File: src/rtl/bus_interconnect_if.sv
// CPU-side and slave-side bus signals of the interconnect, bundled for one connection.
interface bus_interconnect_if #(
    parameter int unsigned NSLAVES = 7
);
    logic [31:0]           m_addr;
    logic [31:0]           m_wdata;
    logic [3:0]            m_wmask;
    logic                  m_rstrb;
    logic [31:0]           m_rdata;
    logic                  m_rbusy;
    logic                  m_wbusy;
    logic [NSLAVES-1:0]    s_sel;
    logic [NSLAVES-1:0]    s_rstrb;
    logic [NSLAVES-1:0]    s_wr;
    logic [NSLAVES*32-1:0] s_rdata;
    logic [NSLAVES-1:0]    s_rbusy;
    logic [NSLAVES-1:0]    s_wbusy;

    // CPU plus peripherals: drive requests and slave responses.
    modport master (
        output m_addr, m_wdata, m_wmask, m_rstrb, s_rdata, s_rbusy, s_wbusy,
        input  m_rdata, m_rbusy, m_wbusy, s_sel, s_rstrb, s_wr
    );

    // The interconnect itself; write data goes straight to the slaves.
    modport slave (
        input  m_addr, m_wmask, m_rstrb, s_rdata, s_rbusy, s_wbusy,
        output m_rdata, m_rbusy, m_wbusy, s_sel, s_rstrb, s_wr
    );
endinterface

File: src/rtl/bus_interconnect.sv
// Page decoder, registered read mux and busy merge between the CPU port and NSLAVES slaves,
// with busy timeout and a status page logging bus errors.
module bus_interconnect #(
    parameter int unsigned               NSLAVES     = 7,
    parameter int unsigned               PAGE_W      = 16,
    parameter logic [NSLAVES*PAGE_W-1:0] SLAVE_PAGES = {16'h0001, 16'h0044, 16'h0043, 16'h0042,
                                                        16'h0041, 16'h0040, 16'h0000},
    parameter logic [PAGE_W-1:0]         STATUS_PAGE = 16'h00FF,
    parameter int unsigned               TIMEOUT     = 255,
    parameter logic [31:0]               ERR_DATA    = 32'hDEADBEEF
) (
    input  logic                  clk,
    input  logic                  rst,
    bus_interconnect_if.slave     bus,
    output logic                  irq_err
);
    localparam int unsigned   SelW      = 5;
    localparam logic [SelW-1:0] SelStatus = 5'd16;
    localparam logic [SelW-1:0] SelUnmap  = 5'd17;
    localparam logic [SelW-1:0] SelErr    = 5'd18;

    typedef enum logic [1:0] {StIdle, StRwait, StWwait} state_e;

    state_e          state_q;
    logic [SelW-1:0] rsel_q, wsel_q;
    logic            rsel_a2_q;
    logic [15:0]     cnt_q;
    logic [31:0]     addr_q;
    logic [15:0]     err_count_q;
    logic [1:0]      last_cause_q;
    logic [31:0]     last_err_addr_q;
    logic            irq_err_q;

    logic [PAGE_W-1:0]  page;
    logic               status_hit, any_hit, rd, wr, is_idle;
    logic [SelW-1:0]    hit_idx;
    logic [NSLAVES-1:0] hit;
    logic               rbusy_sel, wbusy_sel, timed_out, rd_abort, wr_abort;
    logic [31:0]        rdata_slv;
    logic               unmap_ev, err_ev, clr;
    logic [1:0]         err_cause;
    logic [31:0]        err_addr;

    always_comb begin
        page       = bus.m_addr[31 -: PAGE_W];
        status_hit = (page == STATUS_PAGE);
        any_hit    = 1'b0;
        hit_idx    = '0;
        // Ascending scan with first-match latch: duplicated pages go to the lowest index.
        for (int i = 0; i < NSLAVES; i++) begin
            if (!status_hit && !any_hit && page == SLAVE_PAGES[i*PAGE_W +: PAGE_W]) begin
                any_hit = 1'b1;
                hit_idx = SelW'(i);
            end
        end
        hit       = '0;
        rbusy_sel = 1'b0;
        wbusy_sel = 1'b0;
        rdata_slv = '0;
        for (int i = 0; i < NSLAVES; i++) begin
            hit[i] = any_hit && (hit_idx == SelW'(i));
            if (rsel_q == SelW'(i)) begin
                rbusy_sel = bus.s_rbusy[i];
                rdata_slv = bus.s_rdata[i*32 +: 32];
            end
            if (wsel_q == SelW'(i)) wbusy_sel = bus.s_wbusy[i];
        end
    end

    assign rd          = bus.m_rstrb;
    assign wr          = |bus.m_wmask;
    assign is_idle     = (state_q == StIdle);
    assign bus.s_sel   = hit;
    assign bus.s_rstrb = hit & {NSLAVES{rd && is_idle}};
    assign bus.s_wr    = hit & {NSLAVES{wr && is_idle}};

    assign timed_out   = (cnt_q == 16'(TIMEOUT - 1));
    assign rd_abort    = (state_q == StRwait) && rbusy_sel && timed_out;
    assign wr_abort    = (state_q == StWwait) && wbusy_sel && timed_out;
    assign bus.m_rbusy = (state_q == StRwait) && rbusy_sel && !timed_out;
    assign bus.m_wbusy = (state_q == StWwait) && wbusy_sel && !timed_out;

    always_comb begin
        if (rd_abort || rsel_q == SelErr) begin
            bus.m_rdata = ERR_DATA;
        end else if (rsel_q == SelStatus) begin
            bus.m_rdata = rsel_a2_q ? last_err_addr_q : {err_count_q, 14'b0, last_cause_q};
        end else if (rsel_q == SelUnmap) begin
            bus.m_rdata = 32'h0;
        end else begin
            bus.m_rdata = rdata_slv;
        end
    end

    assign unmap_ev  = is_idle && !status_hit && !any_hit && (rd || wr);
    assign err_ev    = unmap_ev || rd_abort || wr_abort;
    assign err_cause = rd_abort ? 2'd2 : (wr_abort ? 2'd3 : 2'd1);
    assign err_addr  = unmap_ev ? bus.m_addr : addr_q;
    assign clr       = status_hit && wr;
    assign irq_err   = irq_err_q;

    always_ff @(posedge clk or posedge rst) begin
        if (rst) begin
            state_q         <= StIdle;
            rsel_q          <= SelUnmap;
            wsel_q          <= SelUnmap;
            rsel_a2_q       <= 1'b0;
            cnt_q           <= '0;
            addr_q          <= '0;
            err_count_q     <= '0;
            last_cause_q    <= '0;
            last_err_addr_q <= '0;
            irq_err_q       <= 1'b0;
        end else begin
            unique case (state_q)
                StIdle: begin
                    if (rd) begin
                        addr_q    <= bus.m_addr;
                        rsel_a2_q <= bus.m_addr[2];
                        if (status_hit) begin
                            rsel_q <= SelStatus;
                        end else if (any_hit) begin
                            rsel_q  <= hit_idx;
                            cnt_q   <= '0;
                            state_q <= StRwait;
                        end else begin
                            rsel_q <= SelUnmap;
                        end
                    end else if (wr) begin
                        addr_q <= bus.m_addr;
                        if (!status_hit && any_hit) begin
                            wsel_q  <= hit_idx;
                            cnt_q   <= '0;
                            state_q <= StWwait;
                        end
                    end
                end
                StRwait: begin
                    if (!rbusy_sel) begin
                        state_q <= StIdle;
                    end else if (timed_out) begin
                        rsel_q  <= SelErr;
                        state_q <= StIdle;
                    end else begin
                        cnt_q <= cnt_q + 16'd1;
                    end
                end
                StWwait: begin
                    if (!wbusy_sel || timed_out) state_q <= StIdle;
                    else                         cnt_q   <= cnt_q + 16'd1;
                end
                default: state_q <= StIdle;
            endcase

            // A new error outranks a simultaneous status clear.
            if (err_ev) begin
                if (clr)                         err_count_q <= 16'd1;
                else if (err_count_q != 16'hFFFF) err_count_q <= err_count_q + 16'd1;
                last_cause_q    <= err_cause;
                last_err_addr_q <= err_addr;
                irq_err_q       <= 1'b1;
            end else if (clr) begin
                err_count_q     <= '0;
                last_cause_q    <= '0;
                last_err_addr_q <= '0;
                irq_err_q       <= 1'b0;
            end
        end
    end
endmodule

File: src/flat_wrapper.sv
// flat-port wrapper written by rule: the top's interface ports become plain ports
module bus_interconnect_flat 
#(
    parameter int unsigned               NSLAVES     = 7,
    parameter int unsigned               PAGE_W      = 16,
    parameter logic [NSLAVES*PAGE_W-1:0] SLAVE_PAGES = {16'h0001, 16'h0044, 16'h0043, 16'h0042,
                                                        16'h0041, 16'h0040, 16'h0000},
    parameter logic [PAGE_W-1:0]         STATUS_PAGE = 16'h00FF,
    parameter int unsigned               TIMEOUT     = 255,
    parameter logic [31:0]               ERR_DATA    = 32'hDEADBEEF
)
  (clk, rst, irq_err, bus_m_addr, bus_m_wmask, bus_m_rstrb, bus_s_rdata, bus_s_rbusy, bus_s_wbusy, bus_m_rdata, bus_m_rbusy, bus_m_wbusy, bus_s_sel, bus_s_rstrb, bus_s_wr);
  bus_interconnect_if #(.NSLAVES(NSLAVES)) bus_i ();
  input  logic clk;
  input  logic rst;
  output logic irq_err;
  input wire logic [$bits(bus_i.m_addr)-1:0] bus_m_addr;
  input wire logic [$bits(bus_i.m_wmask)-1:0] bus_m_wmask;
  input wire logic [$bits(bus_i.m_rstrb)-1:0] bus_m_rstrb;
  input wire logic [$bits(bus_i.s_rdata)-1:0] bus_s_rdata;
  input wire logic [$bits(bus_i.s_rbusy)-1:0] bus_s_rbusy;
  input wire logic [$bits(bus_i.s_wbusy)-1:0] bus_s_wbusy;
  output wire logic [$bits(bus_i.m_rdata)-1:0] bus_m_rdata;
  output wire logic [$bits(bus_i.m_rbusy)-1:0] bus_m_rbusy;
  output wire logic [$bits(bus_i.m_wbusy)-1:0] bus_m_wbusy;
  output wire logic [$bits(bus_i.s_sel)-1:0] bus_s_sel;
  output wire logic [$bits(bus_i.s_rstrb)-1:0] bus_s_rstrb;
  output wire logic [$bits(bus_i.s_wr)-1:0] bus_s_wr;
  assign bus_i.m_addr = bus_m_addr;
  assign bus_i.m_wmask = bus_m_wmask;
  assign bus_i.m_rstrb = bus_m_rstrb;
  assign bus_i.s_rdata = bus_s_rdata;
  assign bus_i.s_rbusy = bus_s_rbusy;
  assign bus_i.s_wbusy = bus_s_wbusy;
  assign bus_m_rdata = bus_i.m_rdata;
  assign bus_m_rbusy = bus_i.m_rbusy;
  assign bus_m_wbusy = bus_i.m_wbusy;
  assign bus_s_sel = bus_i.s_sel;
  assign bus_s_rstrb = bus_i.s_rstrb;
  assign bus_s_wr = bus_i.s_wr;
  bus_interconnect #(.NSLAVES(NSLAVES), .PAGE_W(PAGE_W), .SLAVE_PAGES(SLAVE_PAGES), .STATUS_PAGE(STATUS_PAGE), .TIMEOUT(TIMEOUT), .ERR_DATA(ERR_DATA)) u_core (.clk(clk), .rst(rst), .bus(bus_i), .irq_err(irq_err));
endmodule
File: config.mk
export PLATFORM = sky130hd
export DESIGN_NAME = bus_interconnect_flat
export DESIGN_NICKNAME = d
export VERILOG_FILES = /design/src/rtl/bus_interconnect_if.sv /design/src/rtl/bus_interconnect.sv /design/src/flat_wrapper.sv
export SDC_FILE = /design/constraint.sdc
export NUM_CORES = 1
export LEC_CHECK = 0
export ABC_AREA = 1
export CAP_MARGIN = 30
export CORE_ASPECT_RATIO = 1.2
export CORE_MARGIN = 2
export CORE_UTILIZATION = 40
export DETAILED_ROUTE_END_ITERATION = 7
export PLACE_DENSITY = 0.75
export SLEW_MARGIN = 5
export SYNTH_ARGS = -nofsm -noshare
export SYNTH_HDL_FRONTEND = slang
export SYNTH_SLANG_ARGS = --single-unit
File: constraint.sdc
create_clock -name clk -period 7.3 [get_ports clk]
set_clock_uncertainty 0.05 [all_clocks]
set_input_delay 1.46 -clock clk [delete_from_list [all_inputs] [get_ports clk]]
set_output_delay 1.46 -clock clk [all_outputs]
set_load 0.02 [all_outputs]
# [Word level (Yosys, flattened, before mapping)]
# Index checks and enable logic that the tools add are counted.
[word_totals] ff_bits=112 inputBits=277
[op_classes] addsub=2 eq_ne=43 muxes=77 n_bitwise=3 n_reduce_logical=66
[ops] cell="2-to-1 mux 32 bit" count=16
[ops] cell="2-to-1 mux 16 bit" count=12
[ops] cell="equality test 16 x 7 -> 1 bit (second input constant)" count=5
[ops] cell="case mux 16 bit (3 select lines)" count=1
[ops] cell="logical AND 1 bit" count=33
[ops] cell="adder 16 x 1 -> 16 bit (second input constant)" count=2
[ops] cell="equality test 16 x 8 -> 1 bit (second input constant)" count=2
[ops] cell="equality test 5 x 3 -> 1 bit (second input constant)" count=6
[ops] cell="2-to-1 mux 2 bit" count=14
[ops] cell="2-to-1 mux 5 bit" count=5
[ops] cell="2-to-1 mux 1 bit" count=24
[ops] cell="equality test 5 x 2 -> 1 bit (second input constant)" count=4
[ops] cell="equality test 16 x 1 -> 1 bit (second input constant)" count=1
[ops] cell="logical NOT 16 bit" count=1
[ops] cell="inequality test 16 bit (second input constant)" count=1
[ops] cell="equality test 5 bit (second input constant)" count=3
[ops] cell="logical NOT 5 bit" count=3
[ops] cell="bitwise AND 7 bit" count=2
[ops] cell="equality test 5 x 1 -> 1 bit (second input constant)" count=2
[ops] cell="logical NOT 1 bit" count=10
[ops] cell="case mux 5 bit (2 select lines)" count=1
[ops] cell="equality test 3 bit (second input constant)" count=3
[ops] cell="2-to-1 mux 3 bit" count=3
[ops] cell="inequality test 3 bit (second input constant)" count=3
[ops] cell="18 further kinds" count=34

# [Logic depth before layout (Yosys ltp)]
[depth] ltp_word=35 ltp_mapped=13 depth_no_buf=12

# [Worst setup path before layout]
# OpenSTA, ideal clock, no wires.
[synth_path] kind="input-to-output" startpoint="input bus_m_addr[30]" endpoint="output bus_s_rstrb[0]" t_arrival_ps=2924 required_ps=5790 setup_slack_ps=2866 stages=7 n_path_buf=0 path_cell_list="nor2_1 > nand2_2 > nor2_8 > inv_1 > nor3_1 > inv_1 > nor2_1"
[synth_between] elab_chain_len=31
[synth_lines] element="start: declaration" line_no="flat_wrapper.sv:17" rtl="input wire logic [$bits(bus_i.m_addr)-1:0] bus_m_addr;"
[synth_lines] element="equality test 16 x 8 -> 1 bit" line_no="bus_interconnect.sv:46" rtl="status_hit = (page == STATUS_PAGE);"
[synth_lines] element="logical NOT 1 bit" line_no="bus_interconnect.sv:51" rtl="if (!status_hit && !any_hit && page == SLAVE_PAGES[i*PAGE_W +: PAGE_W]) begin"
[synth_lines] element="logical AND 1 bit" line_no="bus_interconnect.sv:51"
[synth_lines] element="2-to-1 mux 1 bit" line_no="bus_interconnect.sv:51"
[synth_lines] element="logical NOT 1 bit" line_no="bus_interconnect.sv:51"
[synth_lines] element="logical AND 1 bit (2 in series)" line_no="bus_interconnect.sv:51"
[synth_lines] element="2-to-1 mux 1 bit" line_no="bus_interconnect.sv:51"
[synth_lines] element="logical NOT 1 bit" line_no="bus_interconnect.sv:51"
[synth_lines] element="[14 not listed]"
[synth_lines] element="2-to-1 mux 1 bit" line_no="bus_interconnect.sv:51"
[synth_lines] element="logical NOT 1 bit" line_no="bus_interconnect.sv:51"
[synth_lines] element="logical AND 1 bit (2 in series)" line_no="bus_interconnect.sv:51"
[synth_lines] element="2-to-1 mux 3 bit" line_no="bus_interconnect.sv:51"
[synth_lines] element="logical NOT 5 bit" line_no="bus_interconnect.sv:61" rtl="hit[i] = any_hit && (hit_idx == SelW'(i));"
[synth_lines] element="logical AND 1 bit *" line_no="bus_interconnect.sv:61"
[synth_lines] element="net bus_s_sel[0]" line_no="flat_wrapper.sv:26" rtl="output wire logic [$bits(bus_i.s_sel)-1:0] bus_s_sel;"
[synth_lines] element="bitwise AND 7 bit *" line_no="bus_interconnect.sv:74" rtl="assign bus.s_rstrb = hit & {NSLAVES{rd && is_idle}};"
[synth_lines] element="end: declaration" line_no="flat_wrapper.sv:27" rtl="output wire logic [$bits(bus_i.s_rstrb)-1:0] bus_s_rstrb;"
# The timed path passes the listed nets; every way through them passes the cells marked *.

# [Worst setup path in the final report]
[layout_path] startpoint="register u_core.rsel_q[2]" endpoint="output bus_m_rdata[20]"
[layout_between] elab_chain_len=12
[layout_lines] element="start: declaration" line_no="bus_interconnect.sv:25" rtl="logic [SelW-1:0] rsel_q, wsel_q;"
[layout_lines] element="start signal: assignment" line_no="bus_interconnect.sv:105" rtl="rsel_q <= SelUnmap;"
[layout_lines] element="start signal: assignment" line_no="bus_interconnect.sv:121" rtl="rsel_q <= SelStatus;"
[layout_lines] element="start signal: assignment" line_no="bus_interconnect.sv:123" rtl="rsel_q <= hit_idx;"
[layout_lines] element="logical NOT 5 bit" line_no="bus_interconnect.sv:62" rtl="if (rsel_q == SelW'(i)) begin"
[layout_lines] element="2-to-1 mux 1 bit (7 in series)" line_no="bus_interconnect.sv:62"
[layout_lines] element="logical AND 1 bit (2 in series)" line_no="bus_interconnect.sv:78" rtl="assign rd_abort = (state_q == StRwait) && rbusy_sel && timed_out;"
[layout_lines] element="logical OR 1 bit" line_no="bus_interconnect.sv:84" rtl="if (rd_abort || rsel_q == SelErr) begin"
[layout_lines] element="2-to-1 mux 32 bit *" line_no="bus_interconnect.sv:84"
[layout_lines] element="end: declaration" line_no="flat_wrapper.sv:23" rtl="output wire logic [$bits(bus_i.m_rdata)-1:0] bus_m_rdata;"
# Mark *: on every way between the ends. The rest lies on a longest branch, timed or not.

==> run summary <==
outcome - complete, no violations
fraction of registers with async set/reset - 100.0%
initial antenna violation count - 11
Overflow after GRT - 0
Slew Limit Fails - 0
final setup fails - 0
H-tree depth - 3
Clock Pin Slew Worst Setup and Hold Paths - 0.08 ns
FF-to-FF Start - u_core.state_q[0]
clock latency on the worst-skew pair - 0.35 ns
Hold Buf Count CTS - 0
clk buf depth - 2
CTS tree - done
Initial Utilization - 40.71%
Fmax achieved - 0.1823 GHz
#FFs+latches synth - 110
Vert. Die Dim - 161.3 um
kind of critical path - reg -> out
PD cells - 263.0 mW/mm^2
drt drc - 0
Yosys cell types - 46
Total Routing Usage GR - 32.59%
dpl cell area - 0.01173 sq mm
Num Clock Sinks - 110
TNS Setup - 0 ns
worst reg-to-reg path cell count - 10
Mapped Nets - 1,541
synthesized instance count - 1,257
core area - 0.02025 sq mm
r2r endpoint - u_core.last_err_addr_q[1]
worst endpoint data arrival time - 3.98 ns
sequential cell area fraction in the yosys report - 33.44%
worst slew pin tran - 0.9431 ns
fraction of layout cells with a size suffix above 1 - 5.985%
Num CTS Buffers - 9
Critical Path RT - 5.79 ns
final hold violations - 0
routed wire length per instance - 19.83 um
VDD IR max - 157.1 uV
leakage - 5.571 nW
r2r setup slk - 3.80 ns
Hold Path Origin - u_core.wsel_q[4]
row count - 57
Period minus WS final - 5.486 ns
DRT iter0 DRCs - 921
top_reg_cell synth - dfrtp_1
fin area - 0.01209 sq mm
via density per instance - 5.536
RSZ-0062 raised after global routing - no
# port buffers - 332
crit path launch type - flop
Post-DRT Antenna Nets - 0
Die Wd - 135.1 um
most frequent cells in the layout - nand2_1, clkdlybuf4s50_1, nand3_1, dfrtp_1, inv_1
Rel. slew slack - 36.97%
WHS Path Cells - 2
crit end category - output port
vias in the first global route - 9,584
post-DP HPWL - 27,780 um
commonest non-fill, non-tap cell in the layout - nand2_1
Final period util - 75.14%
CP max FO - 37
Final #Nets - 1,834
Hold EP - u_core.wsel_q[4]
Vias - 10,130
Die Area - 0.02178 sq mm
worst hold path class - reg -> reg
Routed WL - 36,280 um
# Post-CTS Setup Buffers - 0
Layout area overhead - 46.65%
Ys Warns - 0
First-pass DRT Iterations - 5
largest net degree at the start of global routing - 68
MaxCap Viol Count - 0
IO Pins - 333
cts repair resizes - 0
Post-Syn Area - 0.008245 sq mm
first-pass GRT wire length - 54,830 um
Root Driver - clkbuf_16
Avg Cell Area, Syn - 6.560 sq um
number of synthesized flops with an enable pin - 0
RD Place Congestion - 0.9897
[per-layer routing]
metal	vias to the layer above	track usage [%]	share of wire (%)	routed length (um)
li1	4784	-	-	-
met4	2	12.69	3.4	1239
met1	4719	42.05	40	14590
met3	73	10.01	11	4124
met2	548	51.15	45	16310
met5	-	0	0.030	11
[flip-flops by register name, indices dropped and copies added (netlist names)]
signal,flops
u_core.rsel_a2_q,1
u_core.wsel_q,4
u_core.state_q,2
u_core.rsel_q,4
u_core.last_cause_q,2
u_core.irq_err,1
u_core.last_err_addr_q,32
u_core.addr_q,32
u_core.err_count_q,16
u_core.cnt_q,16
[cell type report]
type	instances	area (sq um)
clock buffers	12	246.5
diodes	10	25.02
well taps	265	331.6
inverters	115	434.2
multi-input cells	967	4785
fillers	1898	8163
repair buffers	347	3468
clock inverters	3	43.79
flip-flops and latches	110	2758
[cell usage after synthesis (9+ instances only)]
library cell / instances / area share [%]
nand2_1: 389 / 18
nand3_1: 171 / 10
dfrtp_1: 106 / 32
inv_1: 105 / 4.8
nor2_1: 93 / 4.2
o21ai_0: 70 / 4.2
nand4_1: 46 / 3.5
a21oi_1: 42 / 2.5
clkbuf_1: 38 / 1.7
a31oi_1: 25 / 1.9
a221oi_1: 18 / 1.9
nor3_1: 15 / 0.91
buf_2: 11 / 0.67
inv_2: 10 / 0.46
buf_1: 9 / 0.41
or2_2: 9 / 0.68
[report_power, final]
part           switching (mW)  internal (mW)
Combinational            1.07          0.627
Sequential              0.162          0.826
Clock                   0.221          0.275
[through the flow]
| step | total power, mW | hold WS (ns) | util (%) | cells | setup slack (ns) |
|---|---|---|---|---|---|
| detailed placement | 2.662 | 0.3975 | 57.91 | 1802 | 2.082 |
| finish | 3.180 | 0.4068 | 59.70 | 1829 | 1.814 |
| floorplan | 1.962 | 0.3825 | - | 1257 | 2.866 |
| CTS | 3.163 | 0.4103 | 59.34 | 1817 | 1.837 |
| global route | 3.390 | 0.4388 | 59.67 | 1827 | 1.612 |
| global placement | 2.636 | 0.3921 | 57.91 | 1802 | 2.159 |
[cells by family (layout without fill, tap and decap cells)]
family          Yosys count  in the layout  share of synthesized area [%]
xor+xnor                 10             10                          1.062
flops                   110            110                          33.44
buf+inv                 180            477                          8.816
simple gates            769            769                          42.53
other cells               0             10                              0
compound gates          177            177                          12.55
mux                       4              4                         0.5311
fa+ha+maj                 7              7                          1.062
[worst max path at each step]
| stage | end | slack (ns) | from |
|---|---|---|---|
| floorplan | bus_s_rstrb[0] | 2.87 | bus_m_addr[30] |
| detailed placement | bus_s_wr[1] | 2.08 | bus_m_addr[26] |
| finish | bus_m_rdata[20] | 1.81 | u_core.rsel_q[2] |
| CTS | bus_m_rdata[15] | 1.84 | u_core.rsel_q[2] |
| global placement | bus_s_rstrb[1] | 2.16 | bus_m_addr[26] |
| global route | bus_m_rdata[15] | 1.61 | u_core.rsel_q[2] |
[critical path, cell delays in order, from the launching register on]
cell and delay (ns):
dfrtp_1 0.43, nor2_4 0.73, buf_4 0.49, inv_1 0.09
nor2_2 0.11, buf_4 0.40, nand2_1 0.11, nand3_1 0.12
a21oi_1 0.07, nand4_1 0.12, a22oi_1 0.13, nor2_1 0.15
clkdlybuf4s50_1 0.63
(Power assumes the default switching activity.)
